==> src/rtl/proj_pkg.sv <==
// Shared constants and FSM encoding for the k-mer fragment extender controller.
// The extender datapath and its controller both import this package.
package proj_pkg;

  localparam int SORTER_EXTENDER_INDICES_COUNT = 4;
  localparam int EXT_INDICE_LEN = 8;
  localparam int EXT_SIGNED_INDICE_LEN = 9;
  localparam int FM_EXTENDER_FRAG_LEN_BITS = 32;
  localparam int EXTENDER_OUT_PART_LEN = 8;
  localparam int EXTENDER_OUT_PART_LEN_ONE_HOT = 16;
  localparam int EXTENDER_FRAG_OFFSET = 8;
  localparam int PARTS_COUNT =
    FM_EXTENDER_FRAG_LEN_BITS / EXTENDER_OUT_PART_LEN;

  typedef logic [1:0] state_t;

  localparam state_t ST_IDLE  = 2'd0;
  localparam state_t ST_FETCH = 2'd1;
  localparam state_t ST_WAIT  = 2'd2;
  localparam state_t ST_EMIT  = 2'd3;

endpackage

==> src/rtl/proj_extender_ctrl_if.sv <==
// Batch input, fragment memory and extender/output signals of the controller.
// master = controller side, slave = environment side.
interface proj_extender_ctrl_if #(
  parameter int INDICES_COUNT = proj_pkg::SORTER_EXTENDER_INDICES_COUNT,
  parameter int INDICE_LEN = proj_pkg::EXT_INDICE_LEN,
  parameter int SIGNED_INDICE_LEN = proj_pkg::EXT_SIGNED_INDICE_LEN,
  parameter int FRAG_LEN_BITS = proj_pkg::FM_EXTENDER_FRAG_LEN_BITS,
  parameter int FRAG_PART = proj_pkg::EXTENDER_OUT_PART_LEN,
  parameter int FRAG_PART_ONE_HOT = proj_pkg::EXTENDER_OUT_PART_LEN_ONE_HOT,
  parameter int PARTS_COUNT = FRAG_LEN_BITS / FRAG_PART
);

  localparam int SEL_W = $clog2(PARTS_COUNT);
  localparam int NUM_W = $clog2(INDICES_COUNT);

  logic in_valid;
  logic in_ready;
  logic [INDICES_COUNT-1:0][INDICE_LEN-1:0] in_kmer_indices;

  logic mem_req;
  logic [SIGNED_INDICE_LEN-1:0] mem_addr;
  logic mem_gnt;
  logic mem_rvalid;
  logic [FRAG_LEN_BITS-1:0] mem_rdata;

  logic [FRAG_LEN_BITS-1:0] ext_fragment;
  logic [SEL_W-1:0] ext_part_sel;
  logic [FRAG_PART_ONE_HOT-1:0] ext_gfm;

  logic out_valid;
  logic out_ready;
  logic [FRAG_PART_ONE_HOT-1:0] out_gfm;
  logic [NUM_W-1:0] out_kmer_num;
  logic out_last;

  modport master (
    input  in_valid, in_kmer_indices,
    output in_ready,
    output mem_req, mem_addr,
    input  mem_gnt, mem_rvalid, mem_rdata,
    output ext_fragment, ext_part_sel,
    input  ext_gfm,
    output out_valid, out_gfm, out_kmer_num, out_last,
    input  out_ready
  );

  modport slave (
    output in_valid, in_kmer_indices,
    input  in_ready,
    input  mem_req, mem_addr,
    output mem_gnt, mem_rvalid, mem_rdata,
    input  ext_fragment, ext_part_sel,
    output ext_gfm,
    input  out_valid, out_gfm, out_kmer_num, out_last,
    output out_ready
  );

endinterface

==> src/rtl/proj_extender_ctrl.sv <==
// Walks a batch of k-mer indices: fetches each fragment window, then streams
// its parts through the neighbouring extender to the downstream consumer.
module proj_extender_ctrl #(
  parameter int INDICES_COUNT = proj_pkg::SORTER_EXTENDER_INDICES_COUNT,
  parameter int INDICE_LEN = proj_pkg::EXT_INDICE_LEN,
  parameter int SIGNED_INDICE_LEN = proj_pkg::EXT_SIGNED_INDICE_LEN,
  parameter int FRAG_LEN_BITS = proj_pkg::FM_EXTENDER_FRAG_LEN_BITS,
  parameter int FRAG_PART = proj_pkg::EXTENDER_OUT_PART_LEN,
  parameter int FRAG_PART_ONE_HOT = proj_pkg::EXTENDER_OUT_PART_LEN_ONE_HOT,
  parameter int FRAG_OFFSET = proj_pkg::EXTENDER_FRAG_OFFSET,
  parameter int PARTS_COUNT = FRAG_LEN_BITS / FRAG_PART
) (
  input  logic clk,
  input  logic rst_n,
  input  logic flush,
  output logic busy,
  proj_extender_ctrl_if.master bus
);

  import proj_pkg::*;

  localparam int SEL_W = $clog2(PARTS_COUNT);
  localparam int NUM_W = $clog2(INDICES_COUNT);
  localparam logic [SEL_W-1:0] P_LAST = SEL_W'(PARTS_COUNT - 1);
  localparam logic [NUM_W-1:0] K_LAST = NUM_W'(INDICES_COUNT - 1);

  state_t state_q;
  state_t state_d;
  logic init_q;
  logic [INDICES_COUNT-1:0][INDICE_LEN-1:0] idx_q;
  logic [NUM_W-1:0] k_q;
  logic [SEL_W-1:0] p_q;
  logic [FRAG_LEN_BITS-1:0] frag_q;
  logic [SIGNED_INDICE_LEN-1:0] win_addr;

  logic st_idle;
  logic st_fetch;
  logic st_wait;
  logic st_emit;
  logic accept;
  logic out_hs;
  logic p_end;
  logic k_end;

  assign st_idle  = (state_q == ST_IDLE);
  assign st_fetch = (state_q == ST_FETCH);
  assign st_wait  = (state_q == ST_WAIT);
  assign st_emit  = (state_q == ST_EMIT);

  assign p_end = (p_q == P_LAST);
  assign k_end = (k_q == K_LAST);

  assign accept = bus.in_valid && bus.in_ready;
  assign out_hs = bus.out_valid && bus.out_ready;

  // Window may start before index 0, so the address is signed.
  assign win_addr = SIGNED_INDICE_LEN'(idx_q[k_q])
                  - SIGNED_INDICE_LEN'(FRAG_OFFSET);

  always_comb begin
    state_d = state_q;
    if (flush) begin
      state_d = ST_IDLE;
    end else begin
      unique case (1'b1)
        st_idle: begin
          if (accept) state_d = ST_FETCH;
        end
        st_fetch: begin
          if (bus.mem_gnt) state_d = ST_WAIT;
        end
        st_wait: begin
          if (bus.mem_rvalid) state_d = ST_EMIT;
        end
        st_emit: begin
          if (out_hs && p_end) begin
            state_d = k_end ? ST_IDLE : ST_FETCH;
          end
        end
        default: state_d = ST_IDLE;
      endcase
    end
  end

  always_ff @(posedge clk or negedge rst_n) begin
    if (!rst_n) begin
      state_q <= ST_IDLE;
      init_q  <= 1'b0;
      idx_q   <= '0;
      k_q     <= '0;
      p_q     <= '0;
      frag_q  <= '0;
    end else begin
      state_q <= state_d;
      init_q  <= 1'b1;
      if (!flush) begin
        if (accept) begin
          idx_q <= bus.in_kmer_indices;
          k_q   <= '0;
          p_q   <= '0;
        end
        if (st_wait && bus.mem_rvalid) begin
          frag_q <= bus.mem_rdata;
        end
        if (out_hs) begin
          if (p_end) begin
            p_q <= '0;
            if (!k_end) k_q <= k_q + 1'b1;
          end else begin
            p_q <= p_q + 1'b1;
          end
        end
      end
    end
  end

  // init_q keeps in_ready low until the first edge after reset release.
  assign bus.in_ready = st_idle && init_q && !flush;

  assign bus.mem_req  = st_fetch && !flush;
  assign bus.mem_addr = st_fetch ? win_addr : '0;

  assign bus.ext_fragment = frag_q;
  assign bus.ext_part_sel = p_q;

  assign bus.out_valid    = st_emit && !flush;
  assign bus.out_gfm      = bus.ext_gfm;
  assign bus.out_kmer_num = k_q;
  assign bus.out_last     = st_emit && !flush && p_end && k_end;

  assign busy = !st_idle;

endmodule

==> src/flat_wrapper.sv <==
// flat-port wrapper written by rule: the top's interface ports become plain ports
module proj_extender_ctrl_flat import proj_pkg::*;
#(
  parameter int INDICES_COUNT = proj_pkg::SORTER_EXTENDER_INDICES_COUNT,
  parameter int INDICE_LEN = proj_pkg::EXT_INDICE_LEN,
  parameter int SIGNED_INDICE_LEN = proj_pkg::EXT_SIGNED_INDICE_LEN,
  parameter int FRAG_LEN_BITS = proj_pkg::FM_EXTENDER_FRAG_LEN_BITS,
  parameter int FRAG_PART = proj_pkg::EXTENDER_OUT_PART_LEN,
  parameter int FRAG_PART_ONE_HOT = proj_pkg::EXTENDER_OUT_PART_LEN_ONE_HOT,
  parameter int FRAG_OFFSET = proj_pkg::EXTENDER_FRAG_OFFSET,
  parameter int PARTS_COUNT = FRAG_LEN_BITS / FRAG_PART
)
  (clk, rst_n, flush, busy, bus_in_valid, bus_in_kmer_indices, bus_in_ready, bus_mem_req, bus_mem_addr, bus_mem_gnt, bus_mem_rvalid, bus_mem_rdata, bus_ext_fragment, bus_ext_part_sel, bus_ext_gfm, bus_out_valid, bus_out_gfm, bus_out_kmer_num, bus_out_last, bus_out_ready);
  proj_extender_ctrl_if #(.INDICES_COUNT(INDICES_COUNT), .INDICE_LEN(INDICE_LEN), .SIGNED_INDICE_LEN(SIGNED_INDICE_LEN), .FRAG_LEN_BITS(FRAG_LEN_BITS), .FRAG_PART(FRAG_PART), .FRAG_PART_ONE_HOT(FRAG_PART_ONE_HOT), .PARTS_COUNT(PARTS_COUNT)) bus_i ();
  input  logic clk;
  input  logic rst_n;
  input  logic flush;
  output logic busy;
  input wire logic [$bits(bus_i.in_valid)-1:0] bus_in_valid;
  input wire logic [$bits(bus_i.in_kmer_indices)-1:0] bus_in_kmer_indices;
  output wire logic [$bits(bus_i.in_ready)-1:0] bus_in_ready;
  output wire logic [$bits(bus_i.mem_req)-1:0] bus_mem_req;
  output wire logic [$bits(bus_i.mem_addr)-1:0] bus_mem_addr;
  input wire logic [$bits(bus_i.mem_gnt)-1:0] bus_mem_gnt;
  input wire logic [$bits(bus_i.mem_rvalid)-1:0] bus_mem_rvalid;
  input wire logic [$bits(bus_i.mem_rdata)-1:0] bus_mem_rdata;
  output wire logic [$bits(bus_i.ext_fragment)-1:0] bus_ext_fragment;
  output wire logic [$bits(bus_i.ext_part_sel)-1:0] bus_ext_part_sel;
  input wire logic [$bits(bus_i.ext_gfm)-1:0] bus_ext_gfm;
  output wire logic [$bits(bus_i.out_valid)-1:0] bus_out_valid;
  output wire logic [$bits(bus_i.out_gfm)-1:0] bus_out_gfm;
  output wire logic [$bits(bus_i.out_kmer_num)-1:0] bus_out_kmer_num;
  output wire logic [$bits(bus_i.out_last)-1:0] bus_out_last;
  input wire logic [$bits(bus_i.out_ready)-1:0] bus_out_ready;
  assign bus_i.in_valid = bus_in_valid;
  assign bus_i.in_kmer_indices = bus_in_kmer_indices;
  assign bus_in_ready = bus_i.in_ready;
  assign bus_mem_req = bus_i.mem_req;
  assign bus_mem_addr = bus_i.mem_addr;
  assign bus_i.mem_gnt = bus_mem_gnt;
  assign bus_i.mem_rvalid = bus_mem_rvalid;
  assign bus_i.mem_rdata = bus_mem_rdata;
  assign bus_ext_fragment = bus_i.ext_fragment;
  assign bus_ext_part_sel = bus_i.ext_part_sel;
  assign bus_i.ext_gfm = bus_ext_gfm;
  assign bus_out_valid = bus_i.out_valid;
  assign bus_out_gfm = bus_i.out_gfm;
  assign bus_out_kmer_num = bus_i.out_kmer_num;
  assign bus_out_last = bus_i.out_last;
  assign bus_i.out_ready = bus_out_ready;
  proj_extender_ctrl #(.INDICES_COUNT(INDICES_COUNT), .INDICE_LEN(INDICE_LEN), .SIGNED_INDICE_LEN(SIGNED_INDICE_LEN), .FRAG_LEN_BITS(FRAG_LEN_BITS), .FRAG_PART(FRAG_PART), .FRAG_PART_ONE_HOT(FRAG_PART_ONE_HOT), .FRAG_OFFSET(FRAG_OFFSET), .PARTS_COUNT(PARTS_COUNT)) u_core (.clk(clk), .rst_n(rst_n), .flush(flush), .busy(busy), .bus(bus_i));
endmodule
==> config.mk <==
export PLATFORM = sky130hd
export DESIGN_NAME = proj_extender_ctrl_flat
export DESIGN_NICKNAME = d
export VERILOG_FILES = /design/src/rtl/proj_pkg.sv /design/src/rtl/proj_extender_ctrl_if.sv /design/src/rtl/proj_extender_ctrl.sv /design/src/flat_wrapper.sv
export SDC_FILE = /design/constraint.sdc
export NUM_CORES = 1
export LEC_CHECK = 0
export CORE_MARGIN = 10
export CORE_UTILIZATION = 41
export DETAILED_ROUTE_END_ITERATION = 8
export PLACE_DENSITY_LB_ADDON = 0.05
export SKIP_LAST_GASP = 1
export SLEW_MARGIN = 20
export SYNTH_ARGS = -nofsm -noshare
export SYNTH_HDL_FRONTEND = slang
export SYNTH_SLANG_ARGS = --single-unit
==> constraint.sdc <==
create_clock -name clk -period 2.8 [get_ports clk]
set_input_delay 0.56 -clock clk [delete_from_list [all_inputs] [get_ports clk]]
set_output_delay 0.56 -clock clk [all_outputs]
set_load 0.01 [all_outputs]
=== Yosys cells after proc, flatten, opt, wreduce, memory -nomap -nowiden ===
Index checks and enable logic that the tools add are counted.

* Add/subtract/negate cells: 3
* Magnitude comparators: 1
* Eq/ne operators: 9
* Mux-type cells: 17
* Bitwise gates (word level): 1
* Reductions and logical operators: 18

{| class="wikitable"
|+ Operator list
! operator !! number
|-
| $mux W2 || 12
|-
| $bmux W8 S2 || 1
|-
| $ne A3 B3 Y1 const B || 4
|-
| $logic_and A1 B1 Y1 || 10
|-
| $mux W9 || 1
|-
| $sub A8 B4 Y9 const B || 1
|-
| $eq A2 B2 Y1 const B || 4
|-
| $mux W8 || 1
|-
| $pmux W2 S4 || 1
|-
| $reduce_and A2 Y1 || 3
|-
| $add A2 B1 Y2 const B || 2
|-
| $reduce_and A4 Y1 || 1
|-
| $lt A2 B3 Y1 const B || 1
|-
| $eq A2 B1 Y1 const B || 1
|-
| $logic_not A1 Y1 || 2
|-
| $logic_not A2 Y1 || 1
|-
| $reduce_bool A2 Y1 || 1
|-
| $mux W1 || 1
|-
| $not A1 Y1 || 1
|}

* Bits in registers: 71
* Input port bits: 87
* Output and inout bits: 66

=== Depth between registers and ports, before layout ===
* Depth after elaboration: 8
* Mapped depth: 7
* Depth with buffers taken out: 6

=== Worst setup path before layout ===
OpenSTA, ideal clock, no wires.

* Path type: register to output
* Start: register u_core.k_q[0] (netlist: u_core.bus.out_kmer_num[0])
* End: output bus_mem_addr[7]
* Data arrival time: 1,896 ps
* Setup slack: 344 ps
* Stages on the path, launching flop included: 8
* Path buffers: 1
* Cell sequence: dfrtp_1 buf_6 mux4_1 inv_1 ha_1 nor3b_2 xor2_1 and2_1

* Longest elaborated chain between the ends: 4

{| class="wikitable"
|+ RTL lines
! element !! RTL line !! text
|-
| from (decl) || proj_extender_ctrl.sv:31 || <nowiki>logic [NUM_W-1:0] k_q;</nowiki>
|-
| from (signal assigned) || proj_extender_ctrl.sv:108 || <nowiki>if (!k_end) k_q <= k_q + 1'b1;</nowiki>
|-
| $bmux W8 S2 || proj_extender_ctrl.sv:57 || <nowiki>assign win_addr = SIGNED_INDICE_LEN'(idx_q[k_q])</nowiki>
|-
| $mux W8 (implied by the code) || proj_extender_ctrl.sv:57 ||
|-
| $sub A8 B4 Y9 || proj_extender_ctrl.sv:58 || <nowiki>- SIGNED_INDICE_LEN'(FRAG_OFFSET);</nowiki>
|-
| $mux W9 || proj_extender_ctrl.sv:121 || <nowiki>assign bus.mem_addr = st_fetch ? win_addr : '0;</nowiki>
|-
| to (decl) || flat_wrapper.sv:23 || <nowiki>output wire logic [$bits(bus_i.mem_addr)-1:0] bus_mem_addr;</nowiki>
|}

Every way passes these cells. The select of a mux whose other input is x is not followed.

=== Worst setup path after layout ===
Ends and elaborated chain as after synthesis.

==> results.py <==
metrics = {
    "detailed_routing": {
        "drc": 0,
        "wirelength_um": 8130,
        "firstDrtPassIters": 4,
        "wl_met2_um": 3770,
        "postRouteAntennaNets": 0,
        "vias_per_cell": 4.84,
        "post_drt_wl_per_cell_um": 17.9,
        "num_vias": 2201,
        "met1_length_um": 2990,
        "highest_layer": "met4",
        "wl_met3_um": 1260,
        "drtIter0Drc": 26,
    },
    "synthesis": {
        "synthAdderAreaFrac_pct": 2.68,
        "ys_seq_area_share_pct": 54.4,
        "synthCells": 223,
        "ys_types": 30,
        "synth_xor_xnor_area_share_pct": 0.804,
        "synth_simple_gate_area_share_pct": 5.74,
        "synth_compound_area_share_pct": 1.91,
        "syn_area_per_cell_sq_um": 14.7,
        "synth_area_sq_um": 3270,
        "yosysWarnings": 0,
        "synth.area.mux_share_pct": 28.8,
        "synth_seq_cells": 71,
        "synth_fp_nets": 317,
        "synth_top_family_by_area": "multiplexers",
    },
    "worst_setup_path": {
        "cp_data_arrival_time_ps": 2150,
        "end_kind": "output port",
        "r2r_setup_slack_ps": 1000,
        "worstSetupPathType": "flip-flop to output port",
        "startpoint_type": "flip-flop",
        "crit_required_ps": 2240,
        "cp_max_fo": 4,
    },
    "floorplanning": {
        "initial_utilization_pct": 42.3,
        "io-pin-count": 153,
        "die_area_sq_um": 11900,
        "coreArea_sq_um": 7730,
        "fp.dieW_um": 109,
        "rows": 32,
        "chipHeight_um": 109,
    },
    "global_route": {
        "grt_max_degree": 72,
        "grt_pass1_vias": 2431,
        "grt_overflow_total": 0,
        "track_usage_pct": 13.5,
        "grt_pass1_wl_um": 12500,
        "antenna_found_initial": 0,
    },
    "sta": {
        "fmax_mhz": 369,
        "finalSetupViolCount": 0,
        "fin_skew_ps": 11.3,
        "grt_setup_unrepaired": "yes",
        "period_share_pct": 96.9,
        "setup_tns_ps": 0,
        "finalHoldViolCount": 0,
        "finalMaxSlewViolations": 0,
        "period_needed_ps": 2710,
    },
    "place": {
        "dp_hpwl_um": 6080,
        "io_buffers": 120,
        "routabilityCongestion": 0.714,
        "placed_area_sq_um": 4540,
        "dpl.cell_count": 433,
    },
    "cts": {
        "numCtsBuffers": 9,
        "cts_buffer_depth": 2,
        "cts_root_buf": "clkbuf_8",
        "hold_buffers": 0,
        "cts_tree": "done",
        "clock-sinks": 71,
        "clk_pin_slew_worst_paths_ps": 80,
        "htreeDepth": 3,
        "insertion_delay_ps": 340,
    },
    "cells_and_area": {
        "final_cells": 455,
        "antennaDiodeCount": 0,
        "regArea_sq_um": 1780,
        "drive_gt1_share_pct": 32.3,
        "utilization_pct": 62.1,
        "fin_area_sq_um": 4800,
        "multiInputGateArea_sq_um": 1320,
        "nets": 442,
        "area_delta_synth_final_pct": 46.9,
        "fillers": 630,
    },
    "pwr": {
        "irDropWorstVdd_v": 0.000463,
        "p_leak_nw": 2.16,
        "powerDensity_nw_per_um2": 881,
    },
    "min_path": {
        "hp-class": "primary input to asynchronous set/reset pin",
    },
    "job": {
        "drv_cap": 0,
    },
    "status": {
        "outcome": "finished, final reports clean",
    },
}
==> cells by family after synthesis <==
| logic type | after synthesis |
|---|---|
| multiplexers | 74 |
| flip-flops | 71 |
| AND/OR/NAND/NOR | 31 |
| buffers and inverters | 29 |
| adder cells (fa/ha/maj) | 7 |
| AO/OA/AOI/OAI | 7 |
| XOR/XNOR | 3 |
| other | 1 |
==> state kept, by name (all words and copies together), names as in the netlist <==
name,flops
u_core.bus.out_kmer_num,2
u_core.idx_q,32
u_core.bus.ext_part_sel,2
u_core.init_q,1
u_core.bus.ext_fragment,32
u_core.state_q,2
==> layer usage <==
metal / GRT usage, % / vias up
met4: 4.37 / 0
met1: 13.9 / 1062
met3: 10.6 / 17
met2: 20.6 / 100
met5: 0 / -
li1: - / 1022
==> worst max-delay path, cell delays in order (launching register included) <==
cell and delay [ps]:
dfrtp_2 420, buf_6 110, mux4_2 500, inv_2 80, ha_4 120, nor3b_4 170
xor2_1 160, and2_1 130, buf_2 120
==> cell usage after synthesis <==
master     count  share of area, %
a2111oi_2      1              0.46
a211oi_1       1              0.23
a21boi_0       2              0.46
a32o_1         2              0.61
and2_1         6               1.1
and3_1         1              0.19
buf_2          6              0.92
buf_4         16               3.7
buf_6          1              0.34
clkbuf_1       1              0.11
conb_1         1              0.11
dfrtp_1       71                54
ha_1           7               2.7
inv_1          5              0.57
mux2_2        64                22
mux2i_1        2              0.61
mux4_1         5               4.0
mux4_2         3               2.1
nand2_1        5              0.57
nand3b_1       1              0.23
nand4b_1       1              0.27
nor2_1         4              0.46
nor2b_1        6               1.1
nor2b_2        1              0.27
nor3_1         2              0.31
nor3_2         1              0.31
nor3b_1        2              0.46
nor3b_2        1              0.38
o21ai_0        1              0.15
xor2_1         3              0.80
==> layout by cell type (no fill, tap or decap), types with 2 or more instances in the layout <==
| master | instances |
|---|---|
| nor2b_1 | 6 |
| dlymetal6s2s_1 | 4 |
| nor2_1 | 4 |
| clkbuf_8 | 10 |
| a32o_1 | 2 |
| clkinv_2 | 3 |
| clkinvlp_4 | 2 |
| clkdlybuf4s50_1 | 110 |
| xor2_1 | 3 |
| buf_2 | 2 |
| inv_1 | 4 |
| nor3_1 | 2 |
| mux2_2 | 64 |
| mux4_1 | 4 |
| clkbuf_2 | 3 |
| nor3b_1 | 2 |
| buf_12 | 2 |
| and2_1 | 6 |
| mux2i_1 | 2 |
| mux4_2 | 4 |
| dfrtp_1 | 70 |
| nand2_1 | 5 |
| a21boi_0 | 2 |
| buf_4 | 14 |
| ha_1 | 6 |
==> path summary, 6_finish.rpt <==
path,from,endpoint,depth (start not counted)
max in group asynchronous,rst_n,u_core.bus.out_kmer_num[0]$_DFFE_PN0N_,2
hold / removal,rst_n,u_core.bus.ext_fragment[17]$_DFFE_PN0P_,2
setup / recovery,u_core.bus.out_kmer_num[0]$_DFFE_PN0N_,bus_mem_addr[7],8
setup reg to reg,u_core.state_q[1]$_DFFE_PN0P_,u_core.state_q[1]$_DFFE_PN0P_,7
min in group clk,u_core.idx_q[10]$_DFFE_PN0P_,u_core.idx_q[10]$_DFFE_PN0P_,1
hold reg to reg,u_core.idx_q[10]$_DFFE_PN0P_,u_core.idx_q[10]$_DFFE_PN0P_,1
==> metrics by stage <==
step | hold WS (ps) | worst slack [ps] | total power, mW
finish | 222 | 86.5 | 4.23
detailed placement | 489 | 16.4 | 3.43
global route | 228 | -36.3 | 4.53
CTS | 238 | -55.5 | 4.27
global placement | 480 | 45.3 | 3.40
floorplan | 264 | 344 | 2.57
==> power by group <==
group          internal (mW)  leakage (nW)  switching [mW]  total, mW
clock                  0.431        0.0981           0.373      0.803
combinational           1.11          1.18           0.633       1.74
sequential              1.47         0.882           0.218       1.68
==> final cells by class <==
class	count	area share [%]
Clock buffer	10	2.87
Clock inverter	6	1.25
Inverter	5	0.391
Multi-Input combinational cell	123	27.5
Sequential cell	71	37.0
Tap cell	102	2.66
Timing Repair Buffer	138	28.3
==> repair_timing <==
item	CTS	global route
gates resized for setup	12	16
setup buffers	5	1
setup endpoints to repair	6	8
pin swaps	1	2
gates cloned	0	0
Power figures use the tool's default switching activity.
==> RTL edit 1, RTL diff (same settings) <==
`EXTENDER_OUT_PART_LEN`: 8 -> 16.
--- a/src/rtl/proj_pkg.sv
+++ b/src/rtl/proj_pkg.sv
@@ -8,3 +8,3 @@
   localparam int FM_EXTENDER_FRAG_LEN_BITS = 32;
-  localparam int EXTENDER_OUT_PART_LEN = 8;
+  localparam int EXTENDER_OUT_PART_LEN = 16;
   localparam int EXTENDER_OUT_PART_LEN_ONE_HOT = 16;
Interface: changed (resized bus_ext_part_sel); port bits go from 153 to 152. The function was not compared with the original's and may differ.
==> RTL edit 1 against the original RTL <==
- register-to-register slack worse by 0.05 ns
- global-route usage decreased by 0.31 points
- wire length down 3.8%
- critical path type unchanged
- clock skew down 0.0010 ns
- total power decreased by 0.89%
- cell area decreased by 2.1%
- setup slack gained 0.023 ns
- synthesized cell count decreased by 0.90%
- sequential power shrank 2%
- clock power grew 24%
- synthesized area decreased by 1.8%
- largest power group is now registers
- sequential cell count is 1 lower
==> RTL edit 1: results (changes against the original RTL) <==
| Metric | Value |
|---|---|
| Post-synthesis sequential area ratio | `0.546 (+0.00216)` |
| Lkg Pwr | `2.05 nW (-5.1%)` |
| Largest net degree at the start of global routing | `36 (-50%)` |
| Mux share of post-synthesis cell area | `0.295 (+0.00722)` |
| Fin crit share | `0.961 (-0.00819)` |
| Synth Area in Adders | `0.0234 (-0.00341)` |
| GRT met2 Usage | `0.198 (-0.00781)` |
| Post-synth net total | `314 (-0.95%)` |
| Slowest Stage Delay on Critical Path | `0.57 ns (+0.07 ns)` |
| Vias per cell | `4.80 (-0.72%)` |
| Met1 Use GR | `0.145 (+0.00647)` |
| Placement Cell Area | `4450 µm² (-2.0%)` |
| Fillers | `648 (+2.9%)` |
| Vias in the first global route | `2,397 (-1.4%)` |
| Psw | `1.14 mW (-6.5%)` |
| Post-synth top cells | `dfrtp_1 (70), mux2_2 (64), buf_4 (16)` |
| Compound-Gate Fraction of Synth Area | `0.0117 (-0.00745)` |
| CP max FO | `6 (+2)` |
| Final net count | `432 (-2.3%)` |
| Met3 usage | `0.0785 (-0.0271)` |
| Synth Area in XOR/XNOR | `0.00819 (+0.000147)` |
| Crit path DAT | `2.13 ns (-0.02 ns)` |
| Critical R2R Capture | `u_core.state_q[0]` |
| Synthesized instance count | `221 (-0.90%)` |
| Status | `completed` |
| CP max stage cell | `mux4_1` |
| Delay-heaviest family, CP | `buffers and inverters` |
| Finished Layout Cells | `446 (-2.0%)` |
## RTL edit 1: layout make-up
class                   count  area share
clock inverters             5      0.0226
clock buffers              11      0.0301
flip-flops and latches     70       0.373
well taps                 102      0.0272
multi-input cells         121       0.270
repair buffers            131       0.272
inverters                   6     0.00479
## RTL edit 1: how the worst max path moves through the flow
stage,from,cells after the start,to
floorplan,u_core.bus.out_kmer_num[0],7,bus_mem_addr[7]
global placement,u_core.bus.out_kmer_num[0],7,bus_mem_addr[7]
detailed placement,u_core.bus.out_kmer_num[0],7,bus_mem_addr[7]
CTS,u_core.bus.out_kmer_num[0],7,bus_mem_addr[7]
global route,u_core.bus.out_kmer_num[0],7,bus_mem_addr[7]
finish,u_core.bus.out_kmer_num[0],4,bus_mem_addr[0]
## RTL edit 1: timing repair
item | in CTS | in global routing
endpoints found under the setup margin | 8 | 3
gates resized for setup | 6 | 5
buffers inserted | 1 | 0
pin swaps | 0 | 0
==> RTL edit 2, RTL diff (same flow settings) <==
Made on the original files. Reset style: synchronous (`rst_n`), changed in one clocked block.
--- a/src/rtl/proj_extender_ctrl.sv
+++ b/src/rtl/proj_extender_ctrl.sv
@@ -84,3 +84,3 @@
 
-  always_ff @(posedge clk or negedge rst_n) begin
+  always_ff @(posedge clk) begin
     if (!rst_n) begin
Check against the original RTL: differs if rst_n is asserted again (counterexample within 4 cycles, from zero or initial values and one cycle with rst_n low); with rst_n held inactive, the same outputs for 10 cycles.
==> RTL edit 2 against the original RTL <==
- sequential cell count unchanged
- setup slack improved by 0.060 ns
- count of clock-buffer cells in the layout up 1
- worst hold slack better by 0.24 ns
- fmax increased by 2.3%
- global-route usage up 1.7 points
- non-clock buffer count shrank 4
- wire length increased by 9.5%
- clock skew decreased by 0.0047 ns
- cell area fell by 3.8%
- synthesized area decreased by 0.46%
Power is not compared: it rests on default switching activity, and its combinational part moved more than twofold at a synthesized area within 25%.
==> RTL edit 2: results (changes against the original RTL) <==
| Metric | Value |
|---|---|
| Gr usage total | `0.152 (+0.0170)` |
| Post-Route M1 WL | `3.62 mm (+21%)` |
| Met3 routed WL | `1.07 mm (-15%)` |
| Main flop type after synthesis | `dfxtp_1` |
| Cell count after placement | `571 (+32%)` |
| First-pass GRT wire length | `14.4 mm (+15%)` |
| Fillers | `732 (+16%)` |
| R2R setup slack | `0.99 ns` |
| Synth top area cells | `dfxtp_1 (44%), a21boi_0 (15%), nand2_1 (15%), mux4_1 (4.0%), buf_4 (3.7%)` |
| Final hold slack | `0.462 ns (+0.240 ns)` |
| Initial DRC Count | `87 (+230%)` |
| R2r worst-path depth | `6 (-1)` |
| Final Wtd Congestion | `0.799 (+12%)` |
| Post-synth net total | `469 (+48%)` |
| Asr flop ratio synth | `0 (-1.00)` |
| Avg Cell Area, Syn | `8.67 µm² (-41%)` |
| Minimum clock period | `2.65 ns (-0.0600 ns)` |
| Max Clock Skew | `0.00655 ns (-0.00473 ns)` |
| Placement Cell Area | `4460 µm² (-1.8%)` |
| Status | `completed` |
| Pre-antenna DRT Iters | `5 (+1)` |
| Crit path DAT | `2.09 ns (-0.06 ns)` |
| Dpl hpwl | `6.70 mm (+10%)` |
| Post-synth top cells | `nand2_1 (131), dfxtp_1 (71), a21boi_0 (66)` |
| Worst slack, placed | `0.00294 ns (-0.0134 ns)` |
| WL final | `8.90 mm (+9.5%)` |
| Met3 usage | `0.0897 (-0.0159)` |
| Vias in the first global route | `2,908 (+20%)` |
| Critical path startpoint | `u_core.bus.out_kmer_num[0]` |
| Hold Path Class | `flop to flop` |
| Vias per cell | `4.72 (-2.4%)` |
| Met2 wire len | `4.12 mm (+9.2%)` |
| Distinct cells, synth | `33 (+10%)` |
| Slowest Stage Delay on Critical Path | `0.52 ns (+0.02 ns)` |
| Largest net degree at the start of global routing | `33 (-54%)` |
| GRT met2 Usage | `0.240 (+0.0338)` |
| Reg2Reg Launch Point | `u_core.state_q[1]` |
| Finished Layout Cells | `587 (+29%)` |
==> RTL edit 2: logic make-up after synthesis <==
group           after synthesis  share of synthesized area
buf+inv                      47                     0.0762
mux                           9                     0.0642
fa+ha+maj                     7                     0.0269
compound gates               73                      0.167
xor+xnor                      3                    0.00808
simple gates                165                      0.220
flops                        71                      0.437
==> RTL edit 2: repair_timing <==
item	4_1_cts	5_1_grt
buffers inserted	1	0
gates resized for setup	6	5
cloned	0	0
setup endpoints to repair	5	1
==> RTL edit 2: layout make-up <==
type / instances / area [µm²] / share of cell area
flip-flops and latches: 71 / 1430 / 0.308
repair buffers: 134 / 1290 / 0.279
clock inverters: 4 / 22.5 / 0.00487
well taps: 102 / 128 / 0.0276
multi-input cells: 257 / 1580 / 0.343
inverters: 8 / 30.0 / 0.00650
clock buffers: 11 / 141 / 0.0306
